## src/rtl/mpu_event_fifo_pkg.sv

```systemverilog
`default_nettype none
// ============================================================================
//  Module   : mpu_pkg
//  Purpose  : Shared definitions for the MPU event queue. It holds the default
//             sizes, the event entry layout and the event flag bit positions
//             used in the mpu_ctlif STAT register.
//  Revision : 1.0 - initial release
// ============================================================================
package mpu_pkg;

    localparam int MPU_DATA_W = 64;  // must match mpu_ctlif user_data
    localparam int MPU_DEPTH  = 8;   // default event queue depth

    // Event flag bit positions in the mpu_ctlif STAT layout
    localparam int STAT_ERR_BIT  = 0;
    localparam int STAT_USER_BIT = 1;

    // One queued event at the default data width
    typedef struct packed {
        logic                  is_user;
        logic                  is_err;
        logic [MPU_DATA_W-1:0] data;
    } mpu_event_t;

    // Packs the two event flags into their STAT bit positions
    function automatic logic [1:0] stat_flags(input logic is_user, input logic is_err);
        logic [1:0] f;
        f                = '0;
        f[STAT_USER_BIT] = is_user;
        f[STAT_ERR_BIT]  = is_err;
        return f;
    endfunction

endpackage : mpu_pkg
`default_nettype wire

```

## src/rtl/mpu_event_fifo_if.sv

```systemverilog
`default_nettype none
// ============================================================================
//  Module   : mpu_event_fifo_if
//  Purpose  : Bundles the MPU-side event inputs and the mpu_ctlif-side head
//             outputs of the event queue.
//  Modports : slave  - the queue (mpu_event_fifo)
//             master - the environment (MPU core plus mpu_ctlif)
//  Revision : 1.0 - initial release
// ============================================================================
interface mpu_event_fifo_if #(
    parameter int DEPTH  = 8,
    parameter int DATA_W = 64
);
    localparam int LVL_W = $clog2(DEPTH) + 1;

    logic              flush;      // synchronous queue clear (mpu_rst)
    logic              in_irq;     // MPU user irq, level
    logic [DATA_W-1:0] in_data;    // MPU user data, sampled on in_irq rise
    logic              in_error;   // MPU error, level
    logic              hold;       // MPU stall request, queue full
    logic              user_irq;   // head valid and a user event
    logic [DATA_W-1:0] user_data;  // head data, zero when empty
    logic              error;      // head valid and carries the error flag
    logic              user_end;   // head is a user event with zero data
    logic              ack;        // commit pulse, pops the head
    logic [LVL_W-1:0]  level;      // current occupancy
    logic              overflow;   // sticky, an event was dropped while full

    modport slave (
        input  flush, in_irq, in_data, in_error, ack,
        output hold, user_irq, user_data, error, user_end, level, overflow
    );

    modport master (
        output flush, in_irq, in_data, in_error, ack,
        input  hold, user_irq, user_data, error, user_end, level, overflow
    );

endinterface : mpu_event_fifo_if
`default_nettype wire

```

## src/rtl/mpu_event_fifo_edge.sv

```systemverilog
`default_nettype none
// ============================================================================
//  Module   : mpu_event_edge
//  Purpose  : Rising-edge detector for the MPU irq and error levels.
//  Ports    : sys_clk, sys_rst (sync, active-low)
//             flush_i    - suppresses rises and re-arms on the current levels
//             in_irq_i   - MPU user irq level
//             in_error_i - MPU error level
//             irq_rise_o / err_rise_o - one-cycle rise strobes
//  Revision : 1.0 - initial release
// ============================================================================
module mpu_event_edge (
    input  logic sys_clk,
    input  logic sys_rst,
    input  logic flush_i,
    input  logic in_irq_i,
    input  logic in_error_i,
    output logic irq_rise_o,
    output logic err_rise_o
);

    logic in_irq_q;
    logic in_error_q;

    // The history registers follow the inputs every cycle, flush included:
    // loading the current level on flush means a level that is already high
    // does not produce a fresh event once the flush is over. Reset clears
    // them, so a level high right after reset does count as a new event.
    always_ff @(posedge sys_clk) begin
        if (!sys_rst) begin
            in_irq_q   <= 1'b0;
            in_error_q <= 1'b0;
        end else begin
            in_irq_q   <= in_irq_i;
            in_error_q <= in_error_i;
        end
    end

    assign irq_rise_o = in_irq_i   & ~in_irq_q   & ~flush_i;
    assign err_rise_o = in_error_i & ~in_error_q & ~flush_i;

endmodule : mpu_event_edge
`default_nettype wire

```

## src/rtl/mpu_event_fifo.sv

```systemverilog
`default_nettype none
// ============================================================================
//  Module   : mpu_event_fifo
//  Purpose  : Queues MPU user-interrupt and error events ahead of mpu_ctlif so
//             the MPU can post events back-to-back. The head entry is shown as
//             registered levels and is popped by a one-cycle ack.
//  Ports    : sys_clk, sys_rst (sync, active-low)
//             bus (mpu_event_fifo_if.slave) - event inputs, head outputs,
//             hold, level and sticky overflow
//  Revision : 1.0 - initial release
// ============================================================================
module mpu_event_fifo
    import mpu_pkg::*;
#(
    parameter int DEPTH  = MPU_DEPTH,   // power of 2, at least 2
    parameter int DATA_W = MPU_DATA_W
) (
    input  logic                  sys_clk,
    input  logic                  sys_rst,
    mpu_event_fifo_if.slave       bus
);

    localparam int PTR_W = $clog2(DEPTH);
    localparam int LVL_W = PTR_W + 1;
    localparam logic [LVL_W-1:0] C_FULL = LVL_W'(DEPTH);

    typedef struct packed {
        logic              is_user;
        logic              is_err;
        logic [DATA_W-1:0] data;
    } entry_t;

    entry_t            mem_q [DEPTH];
    logic [PTR_W-1:0]  rd_ptr_q, rd_ptr_d;
    logic [PTR_W-1:0]  wr_ptr_q, wr_ptr_d;
    logic [LVL_W-1:0]  level_q, level_d;
    logic              overflow_q, overflow_d;
    entry_t            head_q, head_d;
    logic              user_end_q, user_end_d;

    logic              irq_rise, err_rise;
    logic              push_req, full, do_pop, do_push;
    logic [LVL_W-1:0]  remain;
    entry_t            new_entry;
    logic [1:0]        flags;

    mpu_event_edge u_edge (
        .sys_clk    (sys_clk),
        .sys_rst    (sys_rst),
        .flush_i    (bus.flush),
        .in_irq_i   (bus.in_irq),
        .in_error_i (bus.in_error),
        .irq_rise_o (irq_rise),
        .err_rise_o (err_rise)
    );

    always_comb begin
        flags             = stat_flags(irq_rise, err_rise);
        new_entry.is_user = flags[STAT_USER_BIT];
        new_entry.is_err  = flags[STAT_ERR_BIT];
        new_entry.data    = irq_rise ? bus.in_data : '0;

        push_req = irq_rise | err_rise;
        full     = (level_q == C_FULL);
        do_pop   = bus.ack && (level_q != '0);
        // A same-cycle pop frees the slot, so a full queue still accepts.
        do_push  = push_req && (!full || do_pop);

        rd_ptr_d   = rd_ptr_q + PTR_W'(do_pop);
        wr_ptr_d   = wr_ptr_q + PTR_W'(do_push);
        level_d    = level_q + LVL_W'(do_push) - LVL_W'(do_pop);
        overflow_d = overflow_q | (push_req & full & ~do_pop);

        // Head for the next cycle. When nothing older survives the pop, the
        // head is the entry being written this cycle (not yet in mem_q), or
        // zeros if there is none.
        remain = level_q - LVL_W'(do_pop);
        if (remain == '0) begin
            head_d = do_push ? new_entry : '0;
        end else begin
            head_d = mem_q[rd_ptr_d];
        end
        user_end_d = head_d.is_user && (head_d.data == '0);
    end

    // Storage has no reset: the head register masks stale contents.
    always_ff @(posedge sys_clk) begin
        if (do_push) begin
            mem_q[wr_ptr_q] <= new_entry;
        end
    end

    always_ff @(posedge sys_clk) begin
        if (!sys_rst || bus.flush) begin
            rd_ptr_q   <= '0;
            wr_ptr_q   <= '0;
            level_q    <= '0;
            overflow_q <= 1'b0;
            head_q     <= '0;
            user_end_q <= 1'b0;
        end else begin
            rd_ptr_q   <= rd_ptr_d;
            wr_ptr_q   <= wr_ptr_d;
            level_q    <= level_d;
            overflow_q <= overflow_d;
            head_q     <= head_d;
            user_end_q <= user_end_d;
        end
    end

    assign bus.hold      = full;
    assign bus.user_irq  = head_q.is_user;
    assign bus.error     = head_q.is_err;
    assign bus.user_data = head_q.data;
    assign bus.user_end  = user_end_q;
    assign bus.level     = level_q;
    assign bus.overflow  = overflow_q;

endmodule : mpu_event_fifo
`default_nettype wire

```

## src/flat_wrapper.sv

```systemverilog
// flat-port wrapper written by rule: the top's interface ports become plain ports
module mpu_event_fifo_flat import mpu_pkg::*;
#(
    parameter int DEPTH  = MPU_DEPTH,                            
    parameter int DATA_W = MPU_DATA_W
)
  (sys_clk, sys_rst, bus_flush, bus_in_irq, bus_in_data, bus_in_error, bus_ack, bus_hold, bus_user_irq, bus_user_data, bus_error, bus_user_end, bus_level, bus_overflow);
  mpu_event_fifo_if #(.DEPTH(DEPTH), .DATA_W(DATA_W)) bus_i ();
  input  logic sys_clk;
  input  logic sys_rst;
  input wire logic [$bits(bus_i.flush)-1:0] bus_flush;
  input wire logic [$bits(bus_i.in_irq)-1:0] bus_in_irq;
  input wire logic [$bits(bus_i.in_data)-1:0] bus_in_data;
  input wire logic [$bits(bus_i.in_error)-1:0] bus_in_error;
  input wire logic [$bits(bus_i.ack)-1:0] bus_ack;
  output wire logic [$bits(bus_i.hold)-1:0] bus_hold;
  output wire logic [$bits(bus_i.user_irq)-1:0] bus_user_irq;
  output wire logic [$bits(bus_i.user_data)-1:0] bus_user_data;
  output wire logic [$bits(bus_i.error)-1:0] bus_error;
  output wire logic [$bits(bus_i.user_end)-1:0] bus_user_end;
  output wire logic [$bits(bus_i.level)-1:0] bus_level;
  output wire logic [$bits(bus_i.overflow)-1:0] bus_overflow;
  assign bus_i.flush = bus_flush;
  assign bus_i.in_irq = bus_in_irq;
  assign bus_i.in_data = bus_in_data;
  assign bus_i.in_error = bus_in_error;
  assign bus_i.ack = bus_ack;
  assign bus_hold = bus_i.hold;
  assign bus_user_irq = bus_i.user_irq;
  assign bus_user_data = bus_i.user_data;
  assign bus_error = bus_i.error;
  assign bus_user_end = bus_i.user_end;
  assign bus_level = bus_i.level;
  assign bus_overflow = bus_i.overflow;
  mpu_event_fifo #(.DEPTH(DEPTH), .DATA_W(DATA_W)) u_core (.sys_clk(sys_clk), .sys_rst(sys_rst), .bus(bus_i));
endmodule
```

## config.mk

```make
export PLATFORM = sky130hd
export DESIGN_NAME = mpu_event_fifo_flat
export DESIGN_NICKNAME = d
export VERILOG_FILES = /design/src/rtl/mpu_event_fifo_pkg.sv /design/src/rtl/mpu_event_fifo_if.sv /design/src/rtl/mpu_event_fifo_edge.sv /design/src/rtl/mpu_event_fifo.sv /design/src/flat_wrapper.sv
export SDC_FILE = /design/constraint.sdc
export NUM_CORES = 1
export LEC_CHECK = 0
export CAP_MARGIN = 20
export CORE_ASPECT_RATIO = 0.75
export CORE_MARGIN = 1.5
export CORE_UTILIZATION = 30
export CTS_CLUSTER_DIAMETER = 60
export CTS_CLUSTER_SIZE = 8
export DETAILED_ROUTE_END_ITERATION = 7
export PLACE_DENSITY = 0.48
export SKIP_LAST_GASP = 1
export SLEW_MARGIN = 10
export SYNTH_ARGS = -nofsm -noshare
export SYNTH_HDL_FRONTEND = slang
export SYNTH_SLANG_ARGS = --single-unit
```

## constraint.sdc

```tcl
create_clock -name sys_clk -period 26.2 [get_ports sys_clk]
set_input_delay 5.24 -clock sys_clk [delete_from_list [all_inputs] [get_ports sys_clk]]
set_output_delay 5.24 -clock sys_clk [all_outputs]
set_load 0.03 [all_outputs]
```

-- Yosys cells after proc, flatten, opt, wreduce, memory -nomap -nowiden
Memory sizes are Yosys's and may differ from the RTL's.
Index checks and enable logic that the tools add are counted.
- add/subtract/negate cells: 5
- multipliers: 0
- div/mod/pow operators: 0
- magnitude comparators: 0
- equal/unequal tests: 1
- shifts and indexed selects: 0
- mux-type cells: 5
- bitwise logic cells: 12
- reduce and logical (&&, ||, !) cells: 10
- operators with widths (cell ; number):
    $mux 66 ; 2
    $logic_not 64->1 ; 1
    $mux 64 ; 1
    $sub 4x1->4 ; 2
    $add 3x1->3 ; 2
    $and 1x1->1 ; 6
    $add 4x1->4 ; 1
    $eq 4x4->1 const B ; 1
    $logic_not 4->1 ; 1
    $not 1->1 ; 4
    $reduce_bool 4->1 ; 1
    $logic_and 1x1->1 ; 3
    $logic_not 1->1 ; 2
    $logic_or 1x1->1 ; 2
    $mux 1 ; 2
    $or 1x1->1 ; 2
- bits in registers: 80
- latch bits: 0
- memory bits (writable): 528
- ROM bits: 0
- input bits: 70
- memories: 1
- memories (memory ; words ; width ; read ports ; clocked after memory_dff ; write ports ; line ; text):
    u_core.mem_q ; 8 ; 66 ; 1 ; 0 ; 1 ; mpu_event_fifo.sv:33 ; entry_t mem_q [DEPTH];

-- Depth between registers and ports, before layout
Gate-level depths: netlist of the first run.
- depth after elaboration: 9
- depth in mapped cells: 17
- mapped depth without buffers: 13

-- Cells and area by module
From an unflattened synthesis of the first run, not the netlist that was laid out.
- cells, all modules: 1306
- area, all modules: 23689.0 um2
- modules (own cells, without submodules) (module ; times used ; cells an instance ; area an instance (um2)):
    mpu_event_fifo ; 1 ; 1300 ; 23621.4
    mpu_event_edge ; 1 ; 6 ; 67.6

-- Least setup slack after synthesis of the first run
Ideal clock, no wire load.
- path kind: input to register
- start point: input bus_flush
- end point: memory u_core.mem_q[0][0] (netlist bit), enable pin
- setup time: 0.571 ns
- arrival time: 11.246 ns
- path slack: 14.383 ns
- stages on the path: 7
- buffers on the path: 3
- path through: nor3b_1 clkbuf_1 clkbuf_1 clkbuf_1 nor2_1 or3_1 nor3_1
- word-level cells in the longest chain between the ends: 6
- elaborated cells between the ends (all ways): 7
- classes of those cells: mux: 2; bitwise: 4; reduce/logical: 1
- RTL lines (what ; line ; text):
    start: declaration ; flat_wrapper.sv:11 ; input wire logic [$bits(bus_i.flush)-1:0] bus_flush;
    $not 1->1 (*) ; mpu_event_fifo_edge.sv:39, mpu_event_fifo_edge.sv:40 ;
    $and 1x1->1 (on tied branches) ; mpu_event_fifo_edge.sv:39, mpu_event_fifo_edge.sv:40 ;
    $or 1x1->1 (*) ; mpu_event_fifo.sv:63 ; push_req = irq_rise | err_rise;
    $logic_and 1x1->1 (*) ; mpu_event_fifo.sv:67 ; do_push = push_req && (!full || do_pop);
    $mux 1 (*) ; mpu_event_fifo.sv:88 ; if (do_push) begin
    $mux 1 (implied by the code) (*) ; mpu_event_fifo.sv:89 ; mem_q[wr_ptr_q] <= new_entry;
    end: declaration ; mpu_event_fifo.sv:33 ;
Every way passes the cells marked *; elsewhere a longest branch is shown, timed or not.

-- Final worst setup path of the first run
- start point: input bus_ack
- end point: register u_core.user_end_q (netlist: u_core.bus.user_end)
- elaborated cells between the ends (all ways): 11
- classes of those cells: add/sub: 2; mux: 2; reduce/logical: 6; memory: 1
- RTL lines (what ; line ; text):
    start: declaration ; flat_wrapper.sv:15 ; input wire logic [$bits(bus_i.ack)-1:0] bus_ack;
    $logic_and 1x1->1 (*) ; mpu_event_fifo.sv:65 ; do_pop = bus.ack && (level_q != '0);
    $add 3x1->3 (*) ; mpu_event_fifo.sv:69 ; rd_ptr_d = rd_ptr_q + PTR_W'(do_pop);
    named net u_core.rd_ptr_d[1] ; mpu_event_fifo.sv:34 ; logic [PTR_W-1:0] rd_ptr_q, rd_ptr_d;
    $mem_v2 8x66 (*) ; n/a ;
    $mux 66 (*) ; mpu_event_fifo.sv:78 ; if (remain == '0) begin
    $logic_not 64->1 ; mpu_event_fifo.sv:83 ; user_end_d = head_d.is_user && (head_d.data == '0);
    $logic_and 1x1->1 (*) ; mpu_event_fifo.sv:83 ;
    end signal: assignment ; mpu_event_fifo.sv:107 ; user_end_q <= user_end_d;
    end: declaration ; mpu_event_fifo.sv:39 ; logic user_end_q, user_end_d;
The timed path passes the listed nets; every way through them passes the cells marked *.
A chain may end at the register's enable or synchronous reset.

==> results.ini, run 1 <==
[timing]
fin_ws_ns=15.94
tns_ns=0
maxSlewHeadroom_pct=27.17
period_needed_ns=10.26
rsz0062_at_grt=no
finalHoldViolations=0
maxSlewViolCount=0
setup_viol=0
finClkSkew_ns=0.01651
max_clock_freq_ghz=0.09745
post-route-period-util_pct=39.16
worstMarginPinSlew_ns=1.090

[synth]
seq_area_frac_synth_pct=73.07
yosysTopAreaCellShare_pct=66.37
synth_cells=1492
yosysWarningCount=0
avgSynthCellArea_sq_um=16.01
synth.distinct_cells=61
ys_async_sr_fraction_pct=0
netlist_area_sq_um=23890
synth_top_area_cell=edfxtp_1
synth_edf_count=528
synth_seq_cells=608
synth_ff_type=edfxtp_1
syn_nets=1577
synthTopCellsByArea=edfxtp_1 (66%), dfxtp_1 (6.7%), mux4_2 (4.7%), mux2i_1 (3.4%), nand2_1 (2.6%)

[routing]
vias=13640
wl_per_cell_microns=23.65
dr.pass1.iters=5
drt_iter0_drc=1203
drc=0
wl_microns=65930
via_per_inst=4.891
antenna_left=0

[placement]
gp_congestion=0.7237
dp_hpwl_microns=37590
portBuffers=142
preCtsSetupSlack_ns=15.15

[global_routing]
grt_pass1_vias=14180
grt_use_total_pct=16.27
grt_pass1_wl_microns=96720
gr-total-overflow=0
grt_max_degree=67
antenna_found_initial=4

[critical_path]
end_kind=flop
crit_type=input port to flop
crit_chain=clkdlybuf4s50_1 > inv_1 > a31oi_1 > ha_4 > ha_4 > buf_4 > buf_4 > mux4_2 > nor2_1 > a221oi_1 > a22o_1 > nor4_1 > nand4_1 > or4_1 > a2111oi_2
critPathLaunchType=input port
critPathMaxFanout=51
critical_path_required_ns=26.72
crit_arrival_ns=10.78
crit_family=buffers and inverters
critPathMaxStageDelay_ns=0.76
crit_buf_inv=4
slowest_stage=buf_4

[power_and_ir_drop]
internal-power_uw=2114
p_leak_uw=0.009431
power_frac_comb_pct=33.3
sequentialPowerShare_pct=34.4
peakVddDrop_mv=0.2259
p_sw_share_pct=36.15
p_switching_uw=1197
powerDensity_nw_per_um2=113.6
clkPwrFrac_pct=32.3

[layout]
fin_nets=1753
drive_above_1_share_pct=12.40
fillers=7337
area_growth_pct=21.96
diodes=0

[clock_tree]
post-cts-setup-buffers=0
worstSkewPairLatency_ns=0.64
hold_buffers=0
numCtsBuffers=87
clk_path_buf_depth=3
root_buffer=clkbuf_16
path_clk_slew_ns=0.05
postCtsResizedCells=0
cts_tree=yes
cts_htree_levels=3
clock_sinks=608

[floorplan]
boundaryPins=143
initial_core_util_pct=30.35
die_h_microns=247.4
dieArea_sq_um=81350
rows=89
die_width_microns=328.9
core_area_sq_um=78730

[run]
cap_violations=0

[worst_hold_path]
hold_class=flop to flop

[outcome]
status=completed

## layout by cell type (no fill, tap or decap), drive strengths merged, types with 5 or more instances in the layout
cell and instances:
a31oi 10, ha 14, a221oi 5, mux2i 82
nand2b 7, a22oi 34, and2 85, nand4 17
dfxtp 80, nor4 15, mux2 9, and3 8
nand2 168, inv 15, clkbuf 155, o21ai 15
a2111oi 5, nor3 5, nor2b 8, nor2 62
clkdlybuf4s50 142, mux4 62, o2bb2ai 6, a32oi 15
edfxtp 528, a21oi 55, nand3 53, buf 32
a22o 6
## sequential cells by signal (all words and copies together) (netlist names)
signal                    cells
u_core.mem_q                528
u_core.bus.user_data         64
u_core.u_edge.in_irq_q        1
u_core.bus.error              1
u_core.rd_ptr_q               3
u_core.bus.level              4
u_core.wr_ptr_q               3
u_core.bus.overflow           1
u_core.bus.user_irq           1
u_core.bus.user_end           1
u_core.u_edge.in_error_q      1
## stage by stage
step	total power, uW	util (%)	instance area (sq um)	hold WS, ns	cells
2_1_floorplan	1833	-	23890	0.5536	1492
3_3_place_gp	2281	33.70	26530	0.4680	2625
3_5_place_dp	2283	33.70	26530	0.4539	2625
4_1_cts	3365	37.01	29140	0.4620	2788
5_1_grt	3468	37.01	29140	0.4820	2788
6_report	3311	37.01	29140	0.4597	2788
## tightest hold or removal path, stage by stage, from the launching register on
cell,delay [ns]
dfxtp_1,0.31
inv_1,0.05
a21oi_1,0.05
## power groups by stage
stage | Combinational [uW] | Clock [uW] | Sequential, uW
floorplan | 591 | 0 | 1240
global placement | 1120 | 0 | 1160
detailed placement | 1120 | 0 | 1160
CTS | 1130 | 1100 | 1140
global route | 1190 | 1140 | 1150
finish | 1100 | 1070 | 1140
## cell families (layout without fill, tap and decap cells)
family                     Yosys count  count (layout)  share of synthesized area (%)
and+or+nand+nor                    442             442                          9.029
adders and majority gates           15              15                         0.8170
DFF                                608             608                          73.07
AOI/OAI and AO/OA                  170             170                          4.871
buffers and inverters               99             349                          2.074
muxes                              153             153                          9.893
xor gates and xnor gates             5               5                         0.2462
## final timing paths
| kind | start | endpoint | slack, ns | cells after the start |
|---|---|---|---|---|
| worst min register to register | u_core.bus.overflow$_SDFF_PP0_ | u_core.bus.overflow$_SDFF_PP0_ | 0.46 | 2 |
| worst max-delay path | bus_ack | u_core.bus.user_end$_SDFF_PP0_ | 15.94 | 15 |
| worst min-delay path | u_core.bus.overflow$_SDFF_PP0_ | u_core.bus.overflow$_SDFF_PP0_ | 0.46 | 2 |
| worst max register to register | u_core.bus.level[3]$_SDFF_PP0_ | u_core.bus.user_end$_SDFF_PP0_ | 20.23 | 15 |
## area by class of cell
class / instances / area (sq um) / area share, %
tap: 1046 / 1309 / 4.492
timing repair buffer: 174 / 1662 / 5.703
clock inverter: 8 / 123.9 / 0.4251
clock buffer: 155 / 2485 / 8.528
sequential: 608 / 17460 / 59.91
inverter: 12 / 45.04 / 0.1546
multi-input combinational: 785 / 6057 / 20.79
## Yosys cell counts, drive strengths merged, types with 17 or more instances
master  count
mux2i      82
nand2     168
nand4      17
dfxtp      80
buf        44
nand3      53
edfxtp    528
clkbuf     43
and2       85
nor2       62
mux4       62
a21oi      55
a22oi      34
## routing by layer
metal / track usage [%] / vias to the layer above / routed length (microns)
met5: 0 / - / 0
met4: 4.012 / 0 / 1290
met3: 3.676 / 98 / 3607
met2: 25.52 / 370 / 30400
li1: - / 6137 / -
met1: 22.83 / 7032 / 30630
(Power assumes the default switching activity.)
==> run 2: changes to the inputs <==
PLACE_DENSITY = 0.5   (was 0.48)
clock period = 8.75 ns   (was 26.2 ns; I/O delays follow)
==> run 2 against run 1 <==
Net effect:
- non-clock buffer count is 12 higher
- combinational power grew to 3.1 times the previous value
- highest routed layer unchanged
- critical endpoint unchanged
- cell area is 0.46% higher
- clock skew hardly changed
- global-route usage is 0.25 points higher
- sequential power grew to 3.0 times the previous value
- register-to-register slack worse by 17 ns
==> results.ini, run 2 (synthesized netlist as in run 1, its figures left out) <==
[power_and_ir_drop]
p_leak_uw=0.009514  ; +0.88%
peakVddDrop_mv=0.3306  ; +46%
power_uw=9993  ; +200%
powerDensity_nw_per_um2=341.4  ; +200%

[floorplan]
die_width_microns=328.9  ; unchanged
boundaryPins=143  ; unchanged
core_area_sq_um=78730  ; unchanged
dieArea_sq_um=81350  ; unchanged
rows=89  ; unchanged
die_h_microns=247.4  ; unchanged
initial_core_util_pct=30.35  ; unchanged

[timing]
fin_ws_ns=2.675  ; -13.26 ns
rsz0062_at_grt=no
finClkSkew_ns=0.01608  ; -0.0004285 ns
worstMarginPinSlew_ns=1.042  ; -0.04780 ns
post-route-period-util_pct=69.43
max_clock_freq_ghz=0.1646
maxSlewHeadroom_pct=30.50  ; +3.3 points
finalHoldViolations=0  ; unchanged
setup_viol=0  ; unchanged
maxSlewViolCount=0  ; unchanged
period_needed_ns=6.075
tns_ns=0  ; unchanged

[routing]
antenna_left=0  ; unchanged
wl_microns=67380  ; +2.2%
via_per_inst=4.939  ; +0.97%
dr.pass1.iters=5  ; unchanged
vias=13830  ; +1.4%
wl_per_cell_microns=24.05  ; +1.7%
drc=0  ; unchanged
drt_iter0_drc=1314  ; +9.2%

[placement]
dpl-instance-area_sq_um=26640  ; +0.43%
dp.cells=2637  ; +0.46%
portBuffers=142  ; unchanged
dp_hpwl_microns=39430  ; +4.9%
preCtsSetupSlack_ns=2.001  ; -13.15 ns
gp_congestion=0.7559  ; +4.4%

[clock_tree]
cts_htree_levels=3  ; unchanged
worstSkewPairLatency_ns=0.62  ; -0.02 ns
numCtsBuffers=87  ; unchanged
clk_path_buf_depth=3  ; unchanged
clock_sinks=608  ; unchanged
root_buffer=clkbuf_16
cts_tree=yes
postCtsResizedCells=0  ; unchanged
post-cts-setup-buffers=0  ; unchanged
path_clk_slew_ns=0.05  ; about the same
hold_buffers=0  ; unchanged

[layout]
seq_area_sq_um=17460  ; unchanged
final_cells=2801  ; +0.47%
final_cell_mix=edfxtp_1 (528), nand2_1 (167), clkdlybuf4s50_1 (142)
top_register=u_core.mem_q
fin_area_sq_um=29270  ; +0.46%
final_common_cell=edfxtp_1
fin_nets=1765  ; +0.68%
multiInputGateArea_sq_um=6057  ; unchanged
largest_reg_flops=528  ; unchanged
drive_above_1_share_pct=12.99  ; +0.59 points
diodes=0  ; unchanged
area_growth_pct=22.53
fillers=7353  ; +0.22%

[outcome]
status=completed

[global_routing]
antenna_found_initial=2  ; -2
grt_max_degree=77  ; +15%
gr-total-overflow=0  ; unchanged
grt_pass1_wl_microns=98060  ; +1.4%
grt_pass1_vias=14110  ; -0.49%
grt_use_total_pct=16.52  ; +0.25 points

[critical_path]
critPathLaunchType=input port
crit_family=simple AND/OR/NAND/NOR gates
end_kind=flop
slowest_stage=ha_4
crit_type=input port to flop
critical_path_required_ns=9.27  ; -17.45 ns
critPathMaxFanout=52  ; +2.0%
critPathMaxStageDelay_ns=0.66  ; -0.10 ns
cp_common_cell=ha_4
crit_chain=clkdlybuf4s50_1 > inv_1 > a31oi_1 > ha_4 > ha_4 > buf_4 > mux4_2 > mux2i_1 > o2bb2ai_1 > nor4_1 > nand4_1 > or4_1 > a2111oi_2
crit_arrival_ns=6.59  ; -4.19 ns
crit_buf_inv=3  ; -1

[worst_hold_path]
hold_class=flop to flop

[run]
cap_violations=0  ; unchanged

## run 2: power breakdown
group          switching [uW]  internal [uW]  total [uW]
logic                    2300           1080        3380
clock network            1220           1980        3200
registers                69.5           3350        3420
total                    3590           6400        9990
## run 2: metal layers
metal  up-vias  GRT usage [%]  wire [microns]
met1      7127          24.45           32130
li1       6157              -               -
met5         -              0               0
met3        86          3.421            4300
met4         0          3.646             975
met2       464          24.84           29970
## run 2: area by class of cell
| cell class | instances | share of cell area [%] |
|---|---|---|
| Multi-Input combinational cell | 785 | 20.69 |
| Timing Repair Buffer | 186 | 6.070 |
| Sequential cell | 608 | 59.64 |
| Clock inverter | 4 | 0.1325 |
| Inverter | 12 | 0.1539 |
| Tap cell | 1046 | 4.471 |
| Clock buffer | 160 | 8.844 |
## run 2: path summary, 6_finish.rpt
check	end	start	slack, ns	depth (start not counted)
hold / removal	u_core.bus.overflow$_SDFF_PP0_	u_core.bus.overflow$_SDFF_PP0_	0.46	2
hold reg to reg	u_core.bus.overflow$_SDFF_PP0_	u_core.bus.overflow$_SDFF_PP0_	0.46	2
setup / recovery	u_core.bus.user_end$_SDFF_PP0_	bus_ack	2.67	13
setup reg to reg	u_core.bus.user_end$_SDFF_PP0_	u_core.bus.level[2]$_SDFF_PP0_	3.52	13
## run 2: worst register-to-register path: stages (launching register included)
cell and delay (ns):
dfxtp_1 0.38, inv_1 0.14, ha_1 0.25, a31oi_1 0.46
ha_4 0.22, ha_4 0.66, buf_4 0.54, mux4_2 0.56
mux2i_1 0.14, o2bb2ai_1 0.10, nor4_1 0.57, nand4_1 0.31
or4_1 0.59, a2111oi_2 0.21
## run 2: through the flow
stage          hold slack (ns)  utilization, %
2_1_floorplan           0.5536               -
3_3_place_gp            0.4530           33.82
3_5_place_dp            0.4588           33.84
4_1_cts                 0.4668           37.18
5_1_grt                 0.5041           37.18
6_report                0.4606           37.18
==> run 3: changes to the inputs <==
clock period = 5.45 ns   (was 8.75 ns; I/O delays follow)
==> run 3 against run 2 <==
Net effect:
- non-clock buffer count up 36
- count of clock-buffer cells in the layout down 3
- utilization up 0.63 points
- register-to-register slack worse by 2.6 ns
- largest power group is now combinational logic
- first-iteration DRC count down 9.8%
- clock power up 57%
- via count up 0.67%
- worst setup slack worse by 1.9 ns
- sequential power up 60%
- clock skew up 0.018 ns
- final cell count up 1.2%
==> results.ini, run 3 (synthesized netlist as in run 1, its figures left out) <==
[outcome]
status=completed

[clock_tree]
clock_sinks=608  ; unchanged
post-cts-setup-buffers=0  ; unchanged
clk_path_buf_depth=3  ; unchanged
hold_buffers=0  ; unchanged
numCtsBuffers=86  ; -1.1%
path_clk_slew_ns=0.05  ; about the same
postCtsResizedCells=0  ; unchanged
root_buffer=clkbuf_16
cts_htree_levels=3  ; unchanged
worstSkewPairLatency_ns=0.65  ; +0.03 ns
cts_tree=yes

[layout]
multiInputGateArea_sq_um=6067  ; +0.17%
fillers=7304  ; -0.67%
seq_area_sq_um=17460  ; unchanged
fin_nets=1800  ; +2.0%
top_register=u_core.mem_q
largest_reg_flops=528  ; unchanged
drive_above_1_share_pct=14.49  ; +1.5 points
final_cells=2836  ; +1.2%
final_common_cell=edfxtp_1
area_growth_pct=24.60
final_cell_mix=edfxtp_1 (528), nand2_1 (167), clkdlybuf4s50_1 (142)

[global_routing]
grt_pass1_vias=14320  ; +1.5%
grt_use_total_pct=16.38  ; -0.14 points
grt_max_degree=67  ; -13%
gr-total-overflow=0  ; unchanged
grt_pass1_wl_microns=97100  ; -0.98%
antenna_found_initial=4  ; +2

[worst_hold_path]
hold_class=flop to flop

[placement]
gp_congestion=0.7584  ; +0.33%
dp.cells=2672  ; +1.3%
dp_hpwl_microns=39890  ; +1.2%
portBuffers=142  ; unchanged

[timing]
maxSlewHeadroom_pct=44.71  ; +14 points
max_clock_freq_ghz=0.2142
maxSlewViolCount=0  ; unchanged
post-route-period-util_pct=85.65
worstMarginPinSlew_ns=0.8229  ; -0.2195 ns
tns_ns=0  ; unchanged
rsz0062_at_grt=no
period_needed_ns=4.668
finalHoldViolations=0  ; unchanged
setup_viol=0  ; unchanged
finClkSkew_ns=0.03405  ; +0.01797 ns
hold_ws_ns=0.4405  ; -0.02008 ns

[floorplan]
initial_core_util_pct=30.35  ; unchanged
rows=89  ; unchanged
boundaryPins=143  ; unchanged
dieArea_sq_um=81350  ; unchanged
die_width_microns=328.9  ; unchanged
die_h_microns=247.4  ; unchanged
core_area_sq_um=78730  ; unchanged

[routing]
wl_per_cell_microns=23.58  ; -2.0%
wl_microns=66880  ; -0.74%
drt_iter0_drc=1185  ; -9.8%
via_per_inst=4.911  ; -0.57%
vias=13930  ; +0.67%
drc=0  ; unchanged
dr.pass1.iters=5  ; unchanged
antenna_left=0  ; unchanged

[power_and_ir_drop]
peakVddDrop_mv=0.5799  ; +75%
p_leak_uw=0.009724  ; +2.2%
powerDensity_nw_per_um2=549.5  ; +61%

[run]
cap_violations=0  ; unchanged

[critical_path]
reg2reg_slack_ns=0.92  ; -2.60 ns
critPathLaunchType=input port
end_kind=flop
r2r-end=u_core.bus.user_end$_SDFF_PP0_
startpoint=bus_ack
critPathMaxFanout=28  ; -46%
r2r-start=u_core.bus.level[2]$_SDFF_PP0_
crit_arrival_ns=5.20  ; -1.39 ns
r2r_cells=13  ; unchanged
crit_type=input port to flop
critPathCapture=u_core.bus.user_end$_SDFF_PP0_
critical_path_required_ns=5.98  ; -3.29 ns

run 3: cell types whose count changed in the layout (fill, tap and decap cells not counted), sizes merged:
cell,change
clkinv,-3
inv,+2
diode,+3
clkbuf,-3
buf,+36
run 3: worst min path at each step:
stage,from,endpoint,slack [ns],cells after the start
finish,u_core.bus.overflow$_SDFF_PP0_,u_core.bus.overflow$_SDFF_PP0_,0.44,2
CTS,u_core.bus.overflow$_SDFF_PP0_,u_core.bus.overflow$_SDFF_PP0_,0.44,2
floorplan,u_core.wr_ptr_q[0]$_SDFF_PP0_,u_core.wr_ptr_q[0]$_SDFF_PP0_,0.57,2
global route,u_core.bus.overflow$_SDFF_PP0_,u_core.bus.overflow$_SDFF_PP0_,0.48,2
global placement,u_core.bus.overflow$_SDFF_PP0_,u_core.bus.overflow$_SDFF_PP0_,0.44,2
detailed placement,u_core.bus.overflow$_SDFF_PP0_,u_core.bus.overflow$_SDFF_PP0_,0.44,2
run 3: per-layer routing:
layer	wire length, microns	up-vias	track usage (%)
met3	4318	95	3.509
met5	0	-	0
met4	988	0	3.836
met2	30060	443	24.73
met1	31510	7148	23.99
li1	-	6241	-
run 3: layout make-up:
| type | count | share of cell area (%) |
|---|---|---|
| sequential | 608 | 58.64 |
| multi-input combinational | 785 | 20.38 |
| clock buffer | 157 | 8.444 |
| timing repair buffer | 222 | 7.835 |
| tap | 1046 | 4.396 |
| inverter | 12 | 0.1513 |
| clock inverter | 3 | 0.1261 |
| antenna | 3 | 0.02522 |
run 3: worst max-delay path: stages:
cell	delay (ns)
clkdlybuf4s50_1	0.40
inv_1	0.10
a31oi_1	0.06
buf_4	0.18
ha_4	0.16
ha_4	0.65
buf_12	0.25
mux4_2	0.51
o211a_1	0.23
nor4_1	0.40
nand4_1	0.32
or4_1	0.55
a2111oi_2	0.29
run 3: through the flow:
stage | total power (uW) | cell area (sq um) | worst slack, ns | utilization, %
after global routing | 17090 | 29760 | 0.5096 | 37.80
after CTS | 16510 | 29760 | 0.7867 | 37.80
after floorplan | 8806 | 23910 | -0.4293 | -
final | 16360 | 29770 | 0.7819 | 37.81
after detailed placement | 11410 | 27200 | 0.1180 | 34.55
after global placement | 11420 | 27200 | 0.2392 | 34.55
run 3: power by group:
group | switching, uW | total [uW] | leakage [uW] | internal, uW
clock | 1950 | 5040 | 0.00121 | 3080
combinational | 3800 | 5850 | 0.00296 | 2050
sequential | 101 | 5470 | 0.00555 | 5370
